$ cat src/rtl/cmd_pkg.sv
// Shared constants for the UART command register file: command bytes,
// response status codes, the drop-counter address and FSM/decode encodings.
package cmd_pkg;

    localparam logic [7:0] CMD_PING  = 8'h70;
    localparam logic [7:0] CMD_READ  = 8'h72;
    localparam logic [7:0] CMD_WRITE = 8'h77;
    localparam logic [7:0] CMD_SET   = 8'h73;
    localparam logic [7:0] CMD_CLR   = 8'h63;

    localparam logic [7:0] ST_OK       = 8'h00;
    localparam logic [7:0] ST_BAD_ADDR = 8'hE1;
    localparam logic [7:0] ST_RO_WRITE = 8'hE2;
    localparam logic [7:0] ST_BAD_CMD  = 8'hE3;

    localparam logic [7:0] ADDR_DROP = 8'hFF;

    typedef enum logic [1:0] {
        S_IDLE = 2'd0,
        S_EXEC = 2'd1,
        S_RESP = 2'd2
    } state_t;

    typedef enum logic [1:0] {
        CLS_RW   = 2'd0,
        CLS_RO   = 2'd1,
        CLS_DROP = 2'd2,
        CLS_BAD  = 2'd3
    } addr_class_t;

endpackage

$ cat src/rtl/cmd_regfile_decode.sv
// Combinational address/command classifier: yields the address class, the
// word index within that class, the response status and the write permission.
module cmd_regfile_decode
    import cmd_pkg::*;
#(
    parameter int P_NUM_RW = 16,
    parameter int P_NUM_RO = 4
) (
    input  logic [7:0]  cmd,
    input  logic [7:0]  addr,
    output addr_class_t addr_cls,
    output logic [7:0]  word_idx,
    output logic [7:0]  status,
    output logic        wr_en
);

    localparam logic [8:0] RW_END = 9'(P_NUM_RW);
    localparam logic [8:0] RO_END = 9'(P_NUM_RW + P_NUM_RO);

    logic [8:0] addr_ext;
    logic [8:0] ro_off;
    logic       is_read;
    logic       is_mod;

    assign addr_ext = {1'b0, addr};
    assign ro_off   = addr_ext - RW_END;
    assign is_read  = (cmd == CMD_READ);
    assign is_mod   = (cmd == CMD_WRITE) || (cmd == CMD_SET) || (cmd == CMD_CLR);

    always_comb begin
        addr_cls = CLS_BAD;
        word_idx = 8'd0;
        if (addr == ADDR_DROP) begin
            addr_cls = CLS_DROP;
        end else if (addr_ext < RW_END) begin
            addr_cls = CLS_RW;
            word_idx = addr;
        end else if (addr_ext < RO_END) begin
            addr_cls = CLS_RO;
            word_idx = ro_off[7:0];
        end
    end

    // Unknown commands report E3 regardless of address validity.
    always_comb begin
        status = ST_OK;
        wr_en  = 1'b0;
        if (is_read) begin
            status = (addr_cls == CLS_BAD) ? ST_BAD_ADDR : ST_OK;
        end else if (is_mod) begin
            case (addr_cls)
                CLS_RW: begin
                    status = ST_OK;
                    wr_en  = 1'b1;
                end
                CLS_BAD: status = ST_BAD_ADDR;
                default: status = ST_RO_WRITE;
            endcase
        end else if (cmd != CMD_PING) begin
            status = ST_BAD_CMD;
        end
    end

endmodule

$ cat src/rtl/cmd_regfile.sv
// Command-driven register file: RW registers, RO status words and a drop
// counter, answered with a registered status-tagged 64-bit response.
module cmd_regfile
    import cmd_pkg::*;
#(
    parameter int                  P_DATA_W  = 8,
    parameter int                  P_NUM_RW  = 16,
    parameter int                  P_NUM_RO  = 4,
    parameter logic [P_DATA_W-1:0] P_RST_VAL = '0
) (
    input  logic                                              i_clk,
    input  logic                                              i_rst,
    input  logic [7:0]                                        i_cmd,
    input  logic [63:0]                                       i_cmd_data,
    input  logic                                              i_cmd_new,
    output logic [63:0]                                       o_resp_data,
    output logic                                              o_resp_ready,
    input  logic                                              i_resp_ack,
    output logic                                              o_busy,
    output logic [P_NUM_RW*P_DATA_W-1:0]                      o_regs,
    output logic [P_NUM_RW-1:0]                               o_wr_stb,
    input  logic [((P_NUM_RO > 0) ? P_NUM_RO : 1)*P_DATA_W-1:0] i_status
);

    localparam int RO_SLOTS = (P_NUM_RO > 0) ? P_NUM_RO : 1;
    localparam int PAD_W    = 56 - P_DATA_W;

    state_t                state_q, state_d;
    logic [7:0]            cmd_q;
    logic [63:0]           data_q;
    logic [P_DATA_W-1:0]   regs_q [P_NUM_RW];
    logic [P_NUM_RW-1:0]   wr_stb_q;
    logic [63:0]           resp_q;
    logic [7:0]            drop_q;

    addr_class_t           addr_cls;
    logic [7:0]            word_idx;
    logic [7:0]            status;
    logic                  wr_en;

    logic [P_DATA_W-1:0]   opnd;
    logic [P_DATA_W-1:0]   rw_val;
    logic [P_DATA_W-1:0]   ro_val;
    logic [P_DATA_W-1:0]   new_val;
    logic [55:0]           value;
    logic [63:0]           resp_next;

    assign opnd = data_q[8 +: P_DATA_W];

    cmd_regfile_decode #(
        .P_NUM_RW (P_NUM_RW),
        .P_NUM_RO (P_NUM_RO)
    ) u_decode (
        .cmd      (cmd_q),
        .addr     (data_q[7:0]),
        .addr_cls (addr_cls),
        .word_idx (word_idx),
        .status   (status),
        .wr_en    (wr_en)
    );

    always_ff @(posedge i_clk) begin
        if (!i_rst) state_q <= S_IDLE;
        else        state_q <= state_d;
    end

    always_comb begin
        state_d      = state_q;
        o_busy       = 1'b1;
        o_resp_ready = 1'b0;
        case (state_q)
            S_IDLE: begin
                o_busy = 1'b0;
                if (i_cmd_new) state_d = S_EXEC;
            end
            S_EXEC: state_d = S_RESP;
            S_RESP: begin
                o_resp_ready = 1'b1;
                if (i_resp_ack) state_d = S_IDLE;
            end
            default: state_d = S_IDLE;
        endcase
    end

    always_comb begin
        rw_val = '0;
        for (int k = 0; k < P_NUM_RW; k++) begin
            if (word_idx == 8'(k)) rw_val = regs_q[k];
        end
        ro_val = '0;
        for (int k = 0; k < RO_SLOTS; k++) begin
            if (word_idx == 8'(k)) ro_val = i_status[k*P_DATA_W +: P_DATA_W];
        end
    end

    always_comb begin
        case (cmd_q)
            CMD_WRITE: new_val = opnd;
            CMD_SET:   new_val = rw_val | opnd;
            CMD_CLR:   new_val = rw_val & ~opnd;
            default:   new_val = rw_val;
        endcase
    end

    // Only OK and read-only-write responses carry a value; other errors report zero.
    always_comb begin
        value = '0;
        if ((status == ST_OK) || (status == ST_RO_WRITE)) begin
            case (addr_cls)
                CLS_RW:   value = {{PAD_W{1'b0}}, (wr_en ? new_val : rw_val)};
                CLS_RO:   value = {{PAD_W{1'b0}}, ro_val};
                CLS_DROP: value = {48'd0, drop_q};
                default:  value = '0;
            endcase
        end
        resp_next = (cmd_q == CMD_PING) ? data_q : {status, value};
    end

    always_ff @(posedge i_clk) begin
        if (!i_rst) begin
            cmd_q    <= '0;
            data_q   <= '0;
            resp_q   <= '0;
            wr_stb_q <= '0;
            drop_q   <= '0;
            for (int k = 0; k < P_NUM_RW; k++) regs_q[k] <= P_RST_VAL;
        end else begin
            wr_stb_q <= '0;
            if ((state_q == S_IDLE) && i_cmd_new) begin
                cmd_q  <= i_cmd;
                data_q <= i_cmd_data;
            end
            if (state_q == S_EXEC) begin
                resp_q <= resp_next;
                if (wr_en) begin
                    for (int k = 0; k < P_NUM_RW; k++) begin
                        if (word_idx == 8'(k)) begin
                            regs_q[k]   <= new_val;
                            wr_stb_q[k] <= 1'b1;
                        end
                    end
                end
            end
            if ((state_q != S_IDLE) && i_cmd_new && (drop_q != 8'hFF)) begin
                drop_q <= drop_q + 8'd1;
            end
        end
    end

    generate
        for (genvar g = 0; g < P_NUM_RW; g++) begin : g_regs
            assign o_regs[g*P_DATA_W +: P_DATA_W] = regs_q[g];
        end
    endgenerate

    assign o_resp_data = resp_q;
    assign o_wr_stb    = wr_stb_q;

endmodule
$ cat config.mk
export PLATFORM = sky130hd
export DESIGN_NAME = cmd_regfile
export DESIGN_NICKNAME = d
export VERILOG_FILES = /design/src/rtl/cmd_pkg.sv /design/src/rtl/cmd_regfile_decode.sv /design/src/rtl/cmd_regfile.sv
export SDC_FILE = /design/constraint.sdc
export NUM_CORES = 1
export LEC_CHECK = 0
export ABC_AREA = 1
export CORE_ASPECT_RATIO = 0.8
export CORE_UTILIZATION = 40
export CTS_BUF_LIST = sky130_fd_sc_hd__clkbuf_16
export CTS_CLUSTER_SIZE = 30
export DETAILED_ROUTE_END_ITERATION = 12
export GPL_TIMING_DRIVEN = 0
export PLACE_DENSITY = 0.7
export REMOVE_ABC_BUFFERS = 1
export SKIP_CTS_REPAIR_TIMING = 1
export SYNTH_ARGS = -nofsm -noshare
export SYNTH_HDL_FRONTEND = slang
export SYNTH_SLANG_ARGS = --single-unit
export TNS_END_PERCENT = 1
$ cat constraint.sdc
create_clock -name i_clk -period 3.03 [get_ports i_clk]
set_input_delay 0.606 -clock i_clk [delete_from_list [all_inputs] [get_ports i_clk]]
set_output_delay 0.606 -clock i_clk [all_outputs]
set_load 0.005 [all_outputs]
==> metrics.md, run 1 <==
| Metric | Value |
|---|---|
| Clock sinks | 290 |
| Worst slew pin tran | 1.021 ns |
| Core Rows | 57 |
| Cell area after synthesis | 12640 um2 |
| Hpwl dp | 29710 um |
| CTS tree | yes |
| Most used flip-flop cell after synthesis | dfxtp_1 |
| Cell count after synthesis | ~1500 |
| # port buffers | 317 |
| Via density | ~5.3 |
| Slew Limit Fails | 0 |
| Vias in the first global route | ~11000 |
| Post-synthesis register bit count | 290 |
| CTS Buf Count | 30 |
| MaxCap Viol Count | 0 |
| Setup crit start kind | flip-flop |
| Final wirelength | about 43000 um |
| Worst vdd ir | 0.0004105 V |
| Area delta synth->final | 40.82% |
| DRT antenna net count | 0 |
| Worst rel slew slack | 0.3186 |
| RSZ-0062 raised after global routing | yes |
| Clock root cell | clkbuf_16 |
| Sequential area share after synthesis | 0.5607 |
| Final min period | 3.426 ns |
| FMAX | 291.8 MHz |
| Initial antenna violation count | 3 |
| Overall Global Routing Usage | 0.2467 |
| Final Hold Fails | 0 |
| Pwr dens | 559.4 nW/um2 |
| Post-synth EDFFs | 128 |
| Setup violators final | 231 |
| Failing checks | negative setup slack |
| First-pass GRT wire length | 62180 um |
| DR WL/cell | 19.34 um |
| Total I/O pin count | approximately 320 |
| Iteration-0 DRC Markers | approximately 940 |
| Post-Synth Simple-Gate Area | 0.2453 |
| DR pass1 iterations | 5 |
| Synth top area cells | edfxtp_1 (30%), dfxtp_1 (26%), nor2_1 (7.6%) |
| DRC | 0 |
| Worst EP required | between 3 and 4 ns |
| Starting density of the core | 0.4112 |
| Gp weighted congestion | roughly 0.91 |
| Crit-path max FO | 6 |
| Clock skew | 0.006744 ns |
| Core area | 30740 um2 |
| Most common cell after layout, fill and taps aside | clkdlybuf4s50_1 |
| Vias | 11770 |
| H-tree levels | 1 |
| Die Y-Extent | 161.0 um |
| Largest family of logic cells by synthesized area | simple AND/OR/NAND/NOR gates |
| Post-synth top area cell | edfxtp_1 |
| Final worst setup slack | -0.3965 ns |
| Max clock buf depth | 3 |
| Final Cycle Share | 1.131 |
| Post-Synth Adder-Cell Area | 0.008910 |
| Async set-reset flop share out of synthesis | 0 |
| Clk pin slew, worst setup/hold paths | 0.07 ns |
| Leakage | just under 7 nW |
| Post-Place Cells | 2132 |
| Clk Latency, worst-skew pair | roughly 0.56 ns |
| WP data arrival | ~3.7 ns |
| Mux cell area share after synthesis | 0 |
| Setup crit end kind | flip-flop |
| Share of the synthesized area in the top cell type | 0.3041 |
| Die Footprint | around 32000 um2 |
| Largest net degree at the start of global routing | about 110 |
| Synth Warn # | 0 |
| Die Span X | 200.7 um |
| Finished Layout Cells | 2228 |
| Synth unique cells | 44 |
| Critical path type | flip-flop to flip-flop |
| Status | complete, but fails checks |
| Hold Path Class | flip-flop to flip-flop |
| GRT overflow | 0 |
| XOR/XNOR share of the synthesized area | 0.0006930 |
| Fin nets | 1907 |
| Total power | ~10 mW |
| Commonest cells after routing, fill and taps aside | clkdlybuf4s50_1 (316), nor2_1 (245), nand2_1 (238) |
| Synth Area in Compound Gates | 0.1213 |
| Synth Area per Inst | between 8 and 9 um2 |
| Share of cells above drive strength 1 | 0.1269 |
## synth_stat cells, types with 8 or more instances
master    instances
nor3_1           24
inv_2            18
o21ai_0         159
nand3_1          62
clkbuf_1         55
nand2_1         252
dfxtp_1         162
nor2_4            8
a21oi_1          90
edfxtp_1        128
o211ai_1          8
nor2_2           15
nor2_1          256
buf_4             9
nand4_1          30
inv_1           100
ha_1              9
nand2_2          17
## metrics by stage
step / area [um2] / worst slack, ns / TNS, ns / util / hold slack [ns]
after floorplan: 12300 / -3.229 / -746.64 / - / 0.4239
after global placement: 15990 / -7.016 / -2233.46 / 0.5200 / 0.4404
after detailed placement: 16120 / -1.523 / -253.33 / 0.5244 / 0.4484
after CTS: 17110 / -1.559 / -259.04 / 0.5567 / 0.4587
after global routing: 17800 / -0.5710 / -84.43 / 0.5790 / 0.4700
final: 17800 / -0.3965 / -36.51 / 0.5790 / 0.4575
## registers in the layout, summed over array words and instances, names as in the netlist
register / count
o_wr_stb: 16
drop_q: 8
data_q: 64
o_resp_data: 64
state_q: 2
regs_q: 128
cmd_q: 8
## area by class of cell
class	count	area, um2
Antenna cell	2	5.005
Clock buffer	31	775.7
Clock inverter	24	219.0
Fill cell	2656	12940
Inverter	121	474.2
Multi-Input combinational cell	991	5140
Sequential cell	290	7097
Tap cell	413	516.7
Timing Repair Buffer	356	3570
## final timing paths
path | from | to | slack, ns | depth (start not counted)
hold reg to reg | data_q[25] | o_resp_data[25] | 0.46 | 2
setup reg to reg | data_q[5] | regs_q[1][38] | -0.40 | 18
setup / recovery | data_q[5] | regs_q[1][38] | -0.40 | 18
hold / removal | data_q[25] | o_resp_data[25] | 0.46 | 2
## per-layer routing
metal / GRT usage / routed length (um) / up-vias
met4: 0.08813 / 1562 / 2
met3: 0.04782 / 4232 / 84
met1: 0.3576 / 18450 / 5571
li1: - / - / 5542
met2: 0.3662 / 18840 / 567
met5: 0 / 9 / -
## where the power goes
| part | internal, mW | switching (mW) |
|---|---|---|
| Sequential | 4.34 | 0.164 |
| Combinational | 0.719 | 0.948 |
| Clock | 2.19 | 1.59 |
## cells by family after synthesis
family / Yosys count
compound gates: 283
xor+xnor: 1
simple gates: 693
flops: 290
buf+inv: 194
fa+ha+maj: 9
## critical path, stage by stage (launching register included)
cell     delay, ns
dfxtp_4       0.37
inv_6         0.08
ha_4          0.18
nand3_1       0.11
nand2_2       0.13
nand3_4       0.11
nor2_4        0.21
nand2_4       0.11
or2_0         0.23
nand2_1       0.07
nand4_1       0.25
nor3_4        0.33
nand4_1       0.13
nor2_1        0.14
nand4_1       0.18
nand2_2       0.14
nand2_4       0.10
nand3_4       0.20
inv_4         0.08
Note: power is estimated with default switching activity, not from simulation.
==> run 2: changes to the inputs <==
- CAP_MARGIN: default -> 10
- CTS_BUF_LIST: sky130_fd_sc_hd__clkbuf_16 -> default
==> run 2 against run 1 <==
  * The run still ends with negative setup slack left
  * Fmax down 1.3%
  * Final area grew 0.41%
  * Via count about the same
  * Count of clock-buffer cells in the layout increased by 9
  * Global-route usage barely moved
  * Utilization increased by 0.24 points
  * Clock power up 5%
  * Flip-flop and latch count unchanged
  * Clock skew is 0.00081 ns higher
  * Worst hold slack got worse by 0.00078 ns
  * First-iteration DRC count up 4.5%
  * Die area unchanged
  * Largest cell class unchanged
==> metrics.md, run 2 (synthesized netlist as in run 1, its figures left out) <==
| Metric | Value |
|---|---|
| Status | complete, but fails checks |
| Failing checks | negative setup slack |
| Hold path depth | 2 |
| Setup violators final | 163 |
| Starting density of the core | 0.4112 |
| Gp weighted congestion | 0.9139 |
| WP data arrival | 3.77 ns |
| Clock sinks | 290 |
| Finished Layout Cells | 2230 |
| Crit-path max FO | 6 |
| Slew Limit Fails | 0 |
| WHS | 0.4567 ns |
| Worst rel slew slack | 0.3237 |
| Area taken by multi-input logic gates | ~5000 um2 |
| Clk pin slew, worst setup/hold paths | around 0.070 ns |
| Worst EP required | 3.32 ns |
| Max clock buf depth | 3 |
| Fillers | 2654 |
| R2R Setup Slk | -0.44 ns |
| Most flops, register | regs_q |
| Clock root cell | clkbuf_16 |
| FMAX | 287.9 MHz |
| Hpwl dp | 29710 um |
| CTS tree | yes |
| # port buffers | between 300 and 400 |
| H-tree levels | 1 |
| Most common cell after layout, fill and taps aside | clkdlybuf4s50_1 |
| Crit path from | data_q[5] |
| Die Span X | 200.7 um |
| Pwr dens | roughly 570 nW/um2 |
| Core Rows | 57 |
| Setup crit end kind | flip-flop |
| Area delta synth->final | 41.39% |
| Worst slew pin tran | 1.013 ns |
| R2R Path Start | data_q[5] |
| RSZ-0062 raised after global routing | yes |
| DR pass1 iterations | 5 |
| Hold Path Class | flip-flop to flip-flop |
| MaxCap Viol Count | 0 |
| Total power | 10.15 mW |
| Final Hold Fails | 0 |
| Register area | around 7100 um2 |
| Total I/O pin count | 318 |
| DR WL/cell | ~20 um |
| Initial antenna violation count | 3 |
| Commonest cells after routing, fill and taps aside | clkdlybuf4s50_1 (316), nor2_1 (245), nand2_1 (236) |
| Share of cells above drive strength 1 | 0.1300 |
| Clk Latency, worst-skew pair | ~0.56 ns |
| Core area | 30740 um2 |
| Largest net degree at the start of global routing | 108 |
| Beginning of the worst hold path | data_q[25] |
| Final worst setup slack | -0.4429 ns |
| GRT overflow | 0 |
| Final wirelength | 43310 um |
| Leakage | between 6 and 7 nW |
| DRT antenna net count | 0 |
| Critical path type | flip-flop to flip-flop |
| Max reg flops | 128 |
| Worst r2r path cells | 18 |
| Vias | approximately 12000 |
| Fin nets | 1909 |
| DRC | 0 |
| Post-Place Cells | approximately 2100 |
| Placed Area | 16120 um2 |
| Overall Global Routing Usage | 0.2467 |
| Final instance area | 17870 um2 |
| Final Cycle Share | 1.146 |
| Via density | 5.275 |
| First-pass GRT wire length | 62170 um |
| Die Footprint | ~32000 um2 |
| Vias in the first global route | 10750 |
| Iteration-0 DRC Markers | 981 |
| Worst vdd ir | around 0.00041 V |
| CTS Buf Count | 30 |
| Final core occ | 0.5813 |
| Min-Delay Endpoint | o_resp_data[25] |
| Final min period | about 3.5 ns |
| Setup crit start kind | flip-flop |
| Crit Reg-Reg Endpoint | regs_q[1][38] |
| Die Y-Extent | roughly 160 um |
| Clock skew | around 0.0076 ns |
-- run 2: per-layer routing --
metal	part of all wire	vias up	wire, um	global-route usage
li1	-	5552	-	-
met3	0.096	97	4141	0.04641
met2	0.43	572	18790	0.3651
met5	0.00018	-	8	0
met4	0.040	2	1715	0.08883
met1	0.43	5540	18650	0.3593
-- run 2: per-stage QoR --
stage	worst slack, ns	setup TNS [ns]
after floorplan	-3.229	-746.64
after global placement	-7.016	-2233.46
after detailed placement	-1.523	-253.33
after CTS	-1.544	-258.77
after global routing	-0.5939	-71.54
final	-0.4429	-35.26
-- run 2: how the worst max path moves through the flow --
stage               slack (ns)  cells after the start            end
finish                   -0.44                     18  regs_q[1][38]
global placement         -7.02                      6  regs_q[1][24]
detailed placement       -1.52                     19  regs_q[1][16]
floorplan                -3.23                      6  regs_q[1][16]
CTS                      -1.54                     19  regs_q[1][24]
global route             -0.59                     19  regs_q[0][22]
-- run 2: layout make-up --
type,count,share of cell area
repair buffers,357,0.1993
multi-input cells,992,0.2879
well taps,413,0.02892
clock inverters,15,0.01036
diodes,2,0.0002801
inverters,121,0.02668
flip-flops and latches,290,0.3971
clock buffers,40,0.04936
-- run 2: critical path, cell delays in order, from the launching register on --
cell     delay [ns]
dfxtp_4        0.37
inv_6          0.08
ha_4           0.18
nand3_1        0.12
nand2_2        0.12
nand3_4        0.11
nor2_4         0.22
nand2_4        0.11
or2_0          0.23
nand2_1        0.07
nand4_1        0.27
nor3_4         0.34
nand4_1        0.13
nor2_1         0.14
nand4_1        0.19
nand2_2        0.15
nand2_4        0.10
nand3_4        0.20
inv_4          0.08
-- run 2: report_power, final --
group | internal, mW | leakage [nW] | switching (mW)
clock | 2.38 | 0.526 | 1.59
combinational | 0.722 | 3.62 | 0.959
sequential | 4.34 | 2.65 | 0.164
total | 7.44 | 6.80 | 2.71
==> run 3: changes to the inputs <==
- TNS_END_PERCENT: 1 -> 30
==> run 3 against run 2 <==
  * The flow still finishes with violations (negative setup slack)
  * Worst hold slack about the same
  * Clock skew down 0.0022 ns
  * Total power up 0.15%
  * Cell count up 0.18%
  * Utilization up 0.15 points
  * Register-to-register slack about the same
  * Global-route usage unchanged
==> metrics.md, run 3 (synthesized netlist as in run 1, its figures left out) <==
| Metric | Value |
|---|---|
| GRT met2 Usage | 0.3651 |
| Final Cycle Share | 1.142 |
| Clock sinks | 290 |
| CP Cell Sequence | inv_6 -> ha_4 -> nand3_1 -> nand2_2 -> nand3_4 -> nor2_4 -> nand2_4 -> or2_0 -> nand2_1 -> nand4_1 -> nor3_4 -> nand4_1 -> nor2_1 -> nand4_1 -> nand2_2 -> nand2_4 -> nand3_4 -> inv_4 |
| WP data arrival | 3.76 ns |
| Die Span X | 200.7 um |
| Worst path max stage delay | 0.37 ns |
| Final Hold Fails | 0 |
| First-pass GRT wire length | 62170 um |
| Finished Layout Cells | 2234 |
| Largest net degree at the start of global routing | roughly 110 |
| Starting density of the core | 0.4112 |
| Clock skew | 0.005369 ns |
| Commonest cells after routing, fill and taps aside | clkdlybuf4s50_1 (316), nor2_1 (245), nand2_1 (236) |
| # port buffers | ~320 |
| Worst rel slew slack | 0.3369 |
| Die Y-Extent | about 160 um |
| GR Util met1 | 0.3593 |
| Die Footprint | 32320 um2 |
| CTS Buf Count | 30 |
| Core Rows | 57 |
| Place WS | -1.523 ns |
| Worst slew pin tran | ~0.99 ns |
| Hold Path Class | flip-flop to flip-flop |
| H-tree levels | 1 |
| DRC | 0 |
| WHS | 0.4568 ns |
| Setup crit start kind | flip-flop |
| Worst EP required | ~3.3 ns |
| Worst vdd ir | 0.0004107 V |
| M3 GR Usage | 0.04641 |
| Final worst setup slack | -0.4315 ns |
| Beginning of the worst hold path | data_q[25] |
| Final core occ | 0.5829 |
| Clk Latency, worst-skew pair | 0.56 ns |
| Hpwl dp | ~30000 um |
| DR WL/cell | 19.51 um |
| Status | complete, but fails checks |
| Post-Place Cells | 2132 |
| Area delta synth->final | 41.77% |
| GRT overflow | 0 |
| Final min period | around 3.5 ns |
| Via density | roughly 5.3 |
| DRT antenna net count | 0 |
| Cell mode on critical path | nand4_1 |
| Failing checks | negative setup slack |
| Crit-path max FO | 6 |
| Register area | 7097 um2 |
| Gp weighted congestion | a little over 0.9 |
| Most common cell after layout, fill and taps aside | clkdlybuf4s50_1 |
| Pwr dens | 567.5 nW/um2 |
| CTS tree | yes |
| Setup crit end kind | flip-flop |
| Share of cells above drive strength 1 | 0.1319 |
| FMAX | 288.9 MHz |
| Setup violators final | 183 |
| MaxCap Viol Count | 0 |
| Fillers | 2648 |
| Max clock buf depth | 3 |
| Clock root cell | clkbuf_16 |
| RSZ-0062 raised after global routing | yes |
| Vias in the first global route | 10750 |
| Leakage | 6.820 nW |
| Slowest CP cell | dfxtp_4 |
| R2R Path Start | data_q[5] |
| Critical path type | flip-flop to flip-flop |
| Final wirelength | 43590 um |
| Max reg flops | 128 |
| Most used routing layer | met2 |
| Iteration-0 DRC Markers | 1010 |
| Clk pin slew, worst setup/hold paths | approximately 0.060 ns |
| Crit path from | data_q[5] |
| Fin nets | between 1500 and 2000 |
| Most flops, register | regs_q |
| Initial antenna violation count | 3 |
| TNS Setup | -35.14 ns |
| Vias | 11820 |
| Area taken by multi-input logic gates | 5170 um2 |
| Core area | around 31000 um2 |
| Total I/O pin count | 318 |
| Slew Limit Fails | 0 |
| DR pass1 iterations | 5 |
| Overall Global Routing Usage | 0.2467 |
==> run 3: worst paths after layout <==
path | end | slack, ns | depth (start not counted)
worst max register to register | regs_q[1][38] | -0.43 | 18
worst max-delay path | regs_q[1][38] | -0.43 | 18
worst min-delay path | o_resp_data[25] | 0.46 | 2
worst min register to register | o_resp_data[25] | 0.46 | 2
==> run 3: power by group <==
group	internal, mW	switching [mW]
registers	4.34	0.164
clock network	2.38	1.59
logic	0.727	0.969
total	7.45	2.72
==> run 3: final cells by class <==
class / instances / share of cell area
clock inverters: 15 / 0.01034
repair buffers: 360 / 0.2001
well taps: 413 / 0.02884
flip-flops and latches: 290 / 0.3961
multi-input cells: 993 / 0.2885
clock buffers: 40 / 0.04923
inverters: 121 / 0.02661
diodes: 2 / 0.0002793
==> run 3: worst max-delay path, delay by kind of cell (launching register included) <==
family / cells / cell delay (ns)
flip-flops: 1 / 0.37
buffers and inverters: 2 / 0.16
AND/OR/NAND/NOR: 15 / 2.48
adder cells (fa/ha/maj): 1 / 0.18
==> run 3: metrics by stage <==
| step | cell area [um2] | power [mW] |
|---|---|---|
| 2_1_floorplan | 12300 | 5.189 |
| 3_3_place_gp | 15990 | 6.016 |
| 3_5_place_dp | 16120 | 6.033 |
| 4_1_cts | 17190 | 9.971 |
| 5_1_grt | 17920 | 10.52 |
| 6_report | 17920 | 10.17 |
==> run 3: per-layer routing <==
layer | vias up | wire length, um
met5 | - | 8
met4 | 2 | 1578
met3 | 86 | 4034
met2 | 549 | 18990
met1 | 5618 | 18980
li1 | 5566 | -
